==> src/rtl/ram_burst_reader.sv <==
// ram_burst_reader
//   Read-side burst engine for the 32x4 dual-port RAM. It walks a burst of
//   len_m1+1 addresses starting at base_addr (wrapping modulo 2^AW), issues
//   RAM reads, captures each returned word into a 2-entry buffer and presents
//   the words as a valid/ready stream. done pulses once the final word has
//   been accepted downstream.
//
// Ports
//   clk, rst_n          clock, async active-low reset
//   start               begin a burst (honoured only in IDLE)
//   base_addr, len_m1   burst base address and length-1, latched on start
//   busy, done          burst in progress / one-cycle completion pulse
//   ram_en, ram_addr    RAM read port (RAM registers the address on ram_en)
//   ram_dout            RAM read data, valid the cycle after the ram_en edge
//   m_valid, m_data,
//   m_last, m_ready     output stream; m_last tags the final burst word
module ram_burst_reader #(
    parameter int AW = 5,
    parameter int DW = 4
) (
    input  logic          clk,
    input  logic          rst_n,
    input  logic          start,
    input  logic [AW-1:0] base_addr,
    input  logic [AW-1:0] len_m1,
    output logic          busy,
    output logic          done,
    output logic          ram_en,
    output logic [AW-1:0] ram_addr,
    input  logic [DW-1:0] ram_dout,
    output logic          m_valid,
    output logic [DW-1:0] m_data,
    output logic          m_last,
    input  logic          m_ready
);

    localparam logic [1:0] S_IDLE  = 2'd0;
    localparam logic [1:0] S_RUN   = 2'd1;
    localparam logic [1:0] S_DRAIN = 2'd2;

    logic [1:0]          state;
    logic [AW-1:0]       ptr;
    logic [AW:0]         issue_cnt;
    logic                inflight;
    logic                inflight_last;
    logic [1:0][DW-1:0]  buf_d;
    logic [1:0]          buf_l;
    logic                rd_ptr;
    logic                wr_ptr;
    logic [1:0]          occ;

    logic                issue;
    logic                pop;
    logic                push;
    logic                final_issue;
    logic [2:0]          level;

    assign pop         = m_valid && m_ready;
    assign push        = inflight;
    assign final_issue = (issue_cnt == (AW+1)'(1));

    // Words that will be held once this cycle settles: buffered + returning
    // read - word leaving. Issuing only below 2 keeps the buffer from ever
    // overflowing, since every issued read lands in it one cycle later.
    assign level = {1'b0, occ} + {2'b00, inflight} - {2'b00, pop};
    assign issue = (state == S_RUN) && (issue_cnt != '0) && (level < 3'd2);

    assign ram_en   = issue;
    assign ram_addr = ptr;
    assign m_valid  = (occ != 2'd0);
    assign m_data   = buf_d[rd_ptr];
    assign m_last   = buf_l[rd_ptr];

    always_ff @(posedge clk or negedge rst_n) begin
        if (!rst_n) begin
            state     <= S_IDLE;
            ptr       <= '0;
            issue_cnt <= '0;
            busy      <= 1'b0;
            done      <= 1'b0;
        end else begin
            done <= 1'b0;
            case (state)
                S_IDLE: begin
                    if (start) begin
                        ptr       <= base_addr;
                        issue_cnt <= {1'b0, len_m1} + (AW+1)'(1);
                        busy      <= 1'b1;
                        state     <= S_RUN;
                    end
                end
                S_RUN: begin
                    if (issue) begin
                        ptr       <= ptr + AW'(1);
                        issue_cnt <= issue_cnt - (AW+1)'(1);
                        if (final_issue) state <= S_DRAIN;
                    end
                end
                S_DRAIN: begin
                    // Acceptance of the tagged word means nothing is left in
                    // flight or buffered.
                    if (pop && m_last) begin
                        done  <= 1'b1;
                        busy  <= 1'b0;
                        state <= S_IDLE;
                    end
                end
                default: state <= S_IDLE;
            endcase
        end
    end

    always_ff @(posedge clk or negedge rst_n) begin
        if (!rst_n) begin
            inflight      <= 1'b0;
            inflight_last <= 1'b0;
            buf_d         <= '0;
            buf_l         <= '0;
            rd_ptr        <= 1'b0;
            wr_ptr        <= 1'b0;
            occ           <= 2'd0;
        end else begin
            inflight      <= issue;
            inflight_last <= issue && final_issue;
            if (push) begin
                buf_d[wr_ptr] <= ram_dout;
                buf_l[wr_ptr] <= inflight_last;
                wr_ptr        <= ~wr_ptr;
            end
            if (pop) rd_ptr <= ~rd_ptr;
            occ <= occ + {1'b0, push} - {1'b0, pop};
        end
    end

`ifndef SYNTHESIS
    a_no_overflow: assert property (@(posedge clk) disable iff (!rst_n)
        !(push && !pop && occ == 2'd2));
`endif

endmodule

==> config.mk <==
export PLATFORM = sky130hd
export DESIGN_NAME = ram_burst_reader
export DESIGN_NICKNAME = d
export VERILOG_FILES = /design/src/rtl/ram_burst_reader.sv
export SDC_FILE = /design/constraint.sdc
export NUM_CORES = 1
export LEC_CHECK = 0
export CAP_MARGIN = 40
export CORE_MARGIN = 2
export CORE_UTILIZATION = 56
export CTS_CLUSTER_SIZE = 30
export DETAILED_ROUTE_END_ITERATION = 12
export GPL_TIMING_DRIVEN = 1
export PLACE_DENSITY = 0.9
export SYNTH_ARGS = -nofsm -noshare
export SYNTH_HDL_FRONTEND = slang
export SYNTH_SLANG_ARGS = --single-unit
export TNS_END_PERCENT = 50
==> constraint.sdc <==
create_clock -name clk -period 4.4 [get_ports clk]
set_input_delay 0.44 -clock clk [delete_from_list [all_inputs] [get_ports clk]]
set_output_delay 0.44 -clock clk [all_outputs]
set_load 0.01 [all_outputs]
# ---- Word level (Yosys, flattened, before mapping)
# Index checks and enable logic that the tools add are counted.
dict set report word_totals {
  in_bits 18
  word_cells 73
  out_inout_bits 14
  regBits 31
}
dict set report op_classes {
  n_lt_le_gt_ge 4
  add_sub_neg 7
  n_eq_ne 7
  n_reduce_logical 14
  mux 26
  n_bitwise 2
}
# cell n
set ops {}
lappend ops {{4-bit two-way mux} 3}
lappend ops {{6-bit two-way mux} 2}
lappend ops {{6-bit case mux with 2 select lines} 1}
lappend ops {{5-bit two-way mux} 2}
lappend ops {{5-bit case mux with 2 select lines} 1}
lappend ops {{8-bit bitwise mux} 1}
lappend ops {{2-bit two-way mux} 4}
lappend ops {{2-bit inequality test, second input constant} 4}
lappend ops {{1-bit two-way mux} 7}
lappend ops {{5-bit by 1-bit adder with 6-bit output, second input constant} 1}
lappend ops {{6-bit by 1-bit == test with 1-bit output, second input constant} 1}
lappend ops {{1-bit logical AND} 6}
lappend ops {{2-bit case mux with 3 select lines} 1}
lappend ops {{3-bit AND reduction} 2}
lappend ops {{2-bit nonzero test} 3}
lappend ops {{6-bit nonzero test} 1}
lappend ops {{6-bit by 1-bit subtractor with 6-bit output, second input constant} 1}
lappend ops {{5-bit by 1-bit adder with 5-bit output, second input constant} 1}
lappend ops {{4-bit demux with 1-bit select} 1}
lappend ops {{1-bit by 2-bit less-than comparator with 1-bit output, second input constant} 2}
lappend ops {{4-bit AND reduction} 1}
lappend ops {{2-bit by 1-bit adder with 3-bit output} 1}
lappend ops {{3-bit by 2-bit less-than comparator with 1-bit output, second input constant} 1}
lappend ops {{3-bit by 1-bit subtractor with 3-bit output} 1}
lappend ops {{other kinds (10)} 11}

# ---- Depth between registers and ports, before layout
# Gate-level depths: netlist of the first run.
dict set report logic_depth {
  word_depth 7
  depth_mapped 10
  mapped_depth_nobuf 9
}

# ---- Least setup slack after synthesis of the first run
# No wires, ideal clock.
dict set report synth_timing {
  path_type {reg-to-output}
  start {register occ[1]}
  end {output port ram_en}
  stages_incl_launch_ff 9
  arrival_time_ps 2111
  path_slack_ps 1849
  path_buffers 1
  required_ps 3960
  path_cell_list {dfrtp_1 o21a_1 ha_1 inv_1 ha_1 fa_1 xnor2_1 a2111oi_4 buf_6}
}
dict set report synth_between {
  elab_chain_len 5
  elab_cells_between_ends 6
  cone_classes {add/sub (2); order compare (1); reduce/logical (3)}
}
# element line
set synth_lines {}
lappend synth_lines {{start, declared} 50} ;# logic [1:0] occ;
lappend synth_lines {{start signal, assigned} 131} ;# occ <= occ + {1'b0, push} - {1'b0, pop};
lappend synth_lines {{2-bit nonzero test} 70} ;# assign m_valid = (occ != 2'd0);
lappend synth_lines {{1-bit logical AND} 58} ;# assign pop = m_valid && m_ready;
lappend synth_lines {{via pop} 53} ;# logic pop;
lappend synth_lines {{3-bit by 1-bit subtractor with 3-bit output} 65} ;# assign level = {1'b0, occ} + {2'b00, inflight} - {2'b00, pop};
lappend synth_lines {{3-bit by 2-bit less-than comparator with 1-bit output} 66} ;# assign issue = (state == S_RUN) && (issue_cnt != '0) && (level < 3'd2);
lappend synth_lines {{1-bit logical AND} 66}
lappend synth_lines {{end, declared} 28} ;# output logic ram_en,
# The timed path passes the listed nets, and every way through them passes these cells.

# ---- Worst setup path after layout of the first run
dict set report layout_timing {
  start {input port m_ready}
  end {output port ram_en}
}
dict set report layout_between {
  elab_chain_len 4
}
# element line
set layout_lines {}
lappend layout_lines {{start, declared} 34} ;# input logic m_ready
lappend layout_lines {{1-bit logical AND} 58}
lappend layout_lines {{via pop} 53}
lappend layout_lines {{3-bit by 1-bit subtractor with 3-bit output} 65}
lappend layout_lines {{3-bit by 2-bit less-than comparator with 1-bit output} 66}
lappend layout_lines {{1-bit logical AND} 66}
# The timed path passes the listed nets, and every way through them passes these cells.

==> results of run 1 <==
==> worst max-delay path, stage by stage <==
cell	delay, ns
clkdlybuf4s50_1	0.40
o21a_1	0.15
ha_1	0.29
inv_1	0.04
ha_1	0.18
fa_1	0.38
xnor2_1	0.18
a2111oi_4	0.27
buf_4	0.24
clkdlybuf4s50_1	0.56
==> power groups by stage <==
stage,clock (mW),sequential [mW],combinational [mW]
finish,0.188,0.514,0.860
global route,0.211,0.532,0.944
CTS,0.192,0.514,0.865
detailed placement,0,0.519,0.858
global placement,0,0.506,0.826
floorplan,0,0.489,0.673
==> cell families after synthesis <==
kind of cell,after synthesis,synth area share
multiplexers,16,0.104
buffers and inverters,16,0.0624
adder cells (fa/ha/maj),8,0.0624
flip-flops,31,0.450
XOR/XNOR,6,0.0305
AO/OA/AOI/OAI,32,0.143
AND/OR/NAND/NOR,44,0.148
==> cell type report <==
type	count	area (um^2)	area share
Timing Repair Buffer	33	325	0.156
Sequential cell	31	776	0.372
Tap cell	33	41.3	0.0198
Clock buffer	8	68.8	0.0330
Multi-Input combinational cell	106	841	0.403
Inverter	9	33.8	0.0162
==> worst paths after layout <==
| kind | startpoint | endpoint | cells past startpoint |
|---|---|---|---|
| hold / removal | wr_ptr | wr_ptr | 1 |
| hold reg to reg | wr_ptr | wr_ptr | 1 |
| max in group asynchronous | rst_n | buf_d[7] | 2 |
| min in group asynchronous | rst_n | buf_d[4] | 2 |
| setup / recovery | m_ready | ram_en | 10 |
| setup reg to reg | occ[1] | issue_cnt[1] | 10 |
==> sequential cells by signal, summed over array words and instances, names as in the netlist <==
register       count
buf_d              8
issue_cnt          6
ram_addr           5
buf_l              2
occ                2
state              2
busy               1
done               1
inflight           1
inflight_last      1
rd_ptr             1
wr_ptr             1
==> cell usage in the layout (no fill, tap or decap), drive strengths merged, types with 2 or more instances in the layout <==
| master | netlist | final |
|---|---|---|
| buf | 5 | 2 |
| xnor2 | 2 | 2 |
| a31o | 2 | 2 |
| nor2 | 7 | 7 |
| a211oi | 2 | 2 |
| dfrtp | 31 | 31 |
| a22o | 3 | 3 |
| mux2 | 15 | 15 |
| nand2 | 9 | 9 |
| o21ai | 6 | 6 |
| nor3b | 3 | 3 |
| nand3 | 9 | 9 |
| o22ai | 6 | 6 |
| a21oi | 5 | 5 |
| ha | 7 | 7 |
| o221ai | 2 | 2 |
| clkdlybuf4s50 | 0 | 31 |
| xor2 | 4 | 4 |
| clkbuf | 2 | 8 |
| inv | 9 | 9 |
| nor3 | 7 | 7 |
| a22oi | 2 | 2 |
==> per-layer routing <==
metal  global-route usage  up-vias
met4                0.127        0
met2                0.385       44
met3               0.0721        4
met5                    0        -
li1                     -      625
met1                0.265      632
==> through the flow <==
stage | cell area [um^2] | cells | setup WS (ns) | utilization | hold WS, ns
6_report | 2090 | 220 | 0.830 | 0.700 | 0.503
2_1_floorplan | 1720 | 153 | 1.85 | - | 0.144
3_3_place_gp | 2020 | 212 | 0.887 | 0.677 | 0.479
3_5_place_dp | 2020 | 212 | 0.832 | 0.677 | 0.487
4_1_cts | 2090 | 220 | 0.826 | 0.700 | 0.501
5_1_grt | 2090 | 220 | 0.688 | 0.700 | 0.506
==> results.md, run 1 <==
- Status: finished, final reports clean
- Area grow syn2layout: 21.0%
- Die Height: 59.5 um
- Part of the cycle the worst path needs: 0.811
- Clk Tree Root Cell: clkbuf_4
- Setup TNS: 0 ns
- Setup CP Type: primary input to output pin
- PortBufs: 31
- Post-CTS setup buffers: 0
- Synth top cells by count: dfrtp_1 (31), mux2_2 (15), inv_1 (9), nand2_1 (9), nand3_1 (9)
- Num ports: 32
- Lkg Pwr: 0.894 nW
- Final Power: 1.56 mW
- Max-slew violation count: 0
- Main area contributors after synthesis: dfrtp_1 (45%), mux2_2 (9.8%), ha_1 (5.1%), buf_6 (3.3%), nand3_1 (2.6%)
- Post-synth top area cell: dfrtp_1
- Worst path required time: 3.96 ns
- WL per Instance: 16.0 um
- Clk Latency, worst-skew pair: 0.32 ns
- 1st-iter DRT viols: 42
- Hold Buf Count CTS: 0
- FMAX: 280 MHz
- Slew @ Worst Pin: 0.554 ns
- Clk sinks: 31
- Peak supply drop: 0.475 mV
- Synthesized instance count: 153
- Routed Antenna Nets: 0
- Post-synth EDFFs: 0
- Async set-reset flop share out of synthesis: 1.00
- CP Capture Type: output pin
- Pre-Repair DR Iteration Count: 4
- Vias in the first global route: 1,386
- Clock skew: 0.00780 ns
- HPWL after DPL: 2.59 mm
- Max_cap viols: 0
- Clock Tree Buf Depth: 2
- Post-Route M1 WL: 1.47 mm
- Count leader, synth: dfrtp_1
- CORE AREA: 2980 um^2
- DIE WIDTH: 59.5 um
- Die area: 3540 um^2
- Sequential share of power: 0.329
- # resized after CTS: 0
- Final Wtd Congestion: 0.845
- Syn Area/Cell: 11.3 um^2
- Relative slew slack: 0.629
- CP max FO: 13
- Num rows: 20
- Final-layout fill cell count: 244
- Initial Util: 0.579
- N_diodes: 0
- H-tree depth: 2
- Met3 wire length: 174 um
- Top cell type's share of synthesized area: 0.450
- Crit path DAT: 3.13 ns
- Power Density: 749 nW/um^2
- Combinational group share of total power: 0.551
- Top sig layer: met4
- Endpoints failing setup: 0
- Largest net degree at the start of global routing: 32
- Register area share after synthesis: 0.450
- RSZ-0062 raised after global routing: false
- Final min period: 3.57 ns
- First-pass GRT wire length: 6.00 mm
- Final nets: 212
- Layout cell share with drive strength beyond 1: 0.176
- Internal: 932 uW
- Num CTS Buffers: 5
- Via-per-instance ratio: 5.93
- Psw: 631 uW
- Seq cells post-synth: 31
- Residual DRC count: 0
- HP Class: register to register
- Synth Cell Area: 1720 um^2
- Sw Share: 0.404
- GRT Overall Usage: 0.232
- Synth Warn #: 0
- Reg2Reg Setup Slack: 1.52 ns
- Worst-path clk slew: 0.09 ns
- Vias: 1,305
- Initial antenna violation count: 0
- Met2 WL: 1.83 mm
- Clk network pwr share: 0.120
- Final Hold Vio Count: 0
- Critical Path Source Type: primary input
- CTS tree: done
- Dominant synthesized flop cell: dfrtp_1
- Total Wirelength: 3.51 mm
- Post-synth cell types: 41
- Grt total ovfl: 0
- Synthesized Nets: 179
Power figures use the tool's default switching activity.
==> run 2, diff against run 1 <==
--- a/config.mk
+++ b/config.mk
@@ -7,11 +7,11 @@
 export LEC_CHECK = 0
 export CAP_MARGIN = 40
 export CORE_MARGIN = 2
-export CORE_UTILIZATION = 56
+export CORE_UTILIZATION = 52
 export CTS_CLUSTER_SIZE = 30
 export DETAILED_ROUTE_END_ITERATION = 12
 export GPL_TIMING_DRIVEN = 1
-export PLACE_DENSITY = 0.9
+export PLACE_DENSITY = 0.85
 export SYNTH_ARGS = -nofsm -noshare
 export SYNTH_HDL_FRONTEND = slang
 export SYNTH_SLANG_ARGS = --single-unit
==> constraint.sdc (replaced) <==
create_clock -name clk -period 3.5 [get_ports clk]
set_input_delay 0.35 -clock clk [delete_from_list [all_inputs] [get_ports clk]]
set_output_delay 0.35 -clock clk [all_outputs]
set_load 0.01 [all_outputs]
==> run 2 against run 1 <==
Compared with the run above:
- cell count is 5.0% higher
- wire length increased by 1.8%
- via count increased by 2.1%
- largest power group unchanged
==> results.md, run 2 (synthesized netlist as in run 1, its figures left out) <==
- Final min period: 2.98 ns
- Post-CTS setup buffers: 0
- Clock skew: 0.00810 ns
- RSZ-0062 raised after global routing: false
- Via-per-instance ratio: 5.77
- Num rows: 20
- Part of the cycle the worst path needs: 0.851
- Final Hold Vio Count: 0
- Clk sinks: 31
- Max_cap viols: 0
- Power Density: 938 nW/um^2
- Most common cell after layout, fill and taps aside: dfrtp_1
- Crit path from: occ[1]
- Crit path max-delay family: adder cells
- Slew @ Worst Pin: 0.605 ns
- Reg with most FFs: buf_d
- DIE WIDTH: 61.6 um
- First-pass GRT wire length: 5.76 mm
- HP Class: primary input to async pin
- Grt total ovfl: 0
- Critical Path Source Type: register
- Max-slew violation count: 0
- HPWL after DPL: 2.59 mm
- N_diodes: 0
- Most frequent cells in the layout: dfrtp_1 (31), clkdlybuf4s50_1 (30), mux2_2 (15)
- Internal: 1.17 mW
- CP max FO: 12
- Setup CP Type: register to register
- Cell Count, Final, Fillers Out: 231
- Clk network pwr share: 0.121
- Placed cell count: 223
- PortBufs: 31
- Final nets: 212
- Status: finished, final reports clean
- Worst path required time: 3.77 ns
- Pre-Repair DR Iteration Count: 5
- Clk Latency, worst-skew pair: 0.33 ns
- Worst-path clk slew: 0.10 ns
- DP Worst Slack: 0.215 ns
- Initial antenna violation count: 0
- Area grow syn2layout: 21.9%
- Relative slew slack: 0.595
- Lkg Pwr: 0.908 nW
- Sequential share of power: 0.326
- CP Capture Type: register
- Clk Tree Root Cell: clkbuf_4
- Die Height: 61.6 um
- Reg-to-Reg End: issue_cnt[1]
- Vias: 1,332
- Worst r2r src: occ[1]
- Most used cell, CP: ha_1
- CORE AREA: 3100 um^2
- Sw Share: 0.406
- Die area: 3790 um^2
- Endpoints failing setup: 0
- CTS tree: done
- Peak supply drop: 0.456 mV
- 1st-iter DRT viols: 39
- WP buf/inv: 2
- Total Wirelength: 3.57 mm
- Critical path's slowest cell: dfrtp_1
- Combinational group share of total power: 0.553
- Crit path cell chain: o21a_1 > ha_1 > inv_1 > ha_1 > fa_1 > xnor2_1 > a2111oi_4 > buf_4 > or2b_1 > mux2i_1
- Max reg flops: 8
- Num CTS Buffers: 5
- Reg2Reg Setup Slack: 0.52 ns
- FMAX: 336 MHz
- Vias in the first global route: 1,351
- H-tree depth: 2
- GRT Overall Usage: 0.211
- Setup TNS: 0 ns
- Initial Util: 0.556
- Layout cell share with drive strength beyond 1: 0.176
- Final WS setup: 0.520 ns
- Clock Tree Buf Depth: 2
- Cells on worst reg2reg path: 10
- Num ports: 32
- Routed Antenna Nets: 0
- Psw: 801 uW
- CP peak stage delay: 0.42 ns
- Crit path DAT: 3.25 ns
- Residual DRC count: 0
- WL per Instance: 15.5 um
- Final Wtd Congestion: 0.844
- Largest net degree at the start of global routing: 32
## run 2: cell count changes in the layout (fill, tap and decap cells not counted)
cell             before  now
clkdlybuf4s50_1      31   30
dlymetal6s2s_1        0    1
## run 2: how the worst max path moves through the flow
stage / cells after the start / end / slack, ns
finish: 10 / issue_cnt[1] / 0.52
floorplan: 10 / issue_cnt[0] / 0.96
CTS: 8 / ram_en / 0.13
global placement: 9 / ram_en / 0.28
global route: 10 / issue_cnt[1] / 0.37
detailed placement: 9 / ram_en / 0.22
## run 2: layer usage
metal / share of wire / track usage
met5: 0 / 0
met4: 0.022 / 0.0851
met3: 0.063 / 0.0651
met2: 0.51 / 0.383
met1: 0.40 / 0.225
## run 2: metrics by stage
stage                util  cell area (um^2)  hold WS [ns]  total power [mW]
finish              0.677              2100         0.410              1.97
global route        0.677              2100         0.427              2.12
floorplan               -              1720        0.0544              1.46
global placement    0.654              2030         0.477              1.68
detailed placement  0.654              2030         0.485              1.74
CTS                 0.677              2100         0.414              1.99
## run 2: cell type report
class	instances	area, um^2
multi-input cells	106	841
flip-flops and latches	31	776
fillers	270	1000
inverters	9	33.8
repair buffers	33	328
clock buffers	8	68.8
well taps	44	55.1
## run 2: repair_timing
action	4_1_cts	5_1_grt
endpoints found under the setup margin	0	1
resized for setup	0	1
hold buffers	0	0
## run 2: power by group through the flow
stage          combinational, mW  clock (mW)  sequential, mW
6_report                    1.09       0.239           0.642
2_1_floorplan              0.846           0           0.615
5_1_grt                     1.20       0.263           0.657
3_5_place_dp                1.09           0           0.649
3_3_place_gp                1.04           0           0.638
4_1_cts                     1.10       0.245           0.642
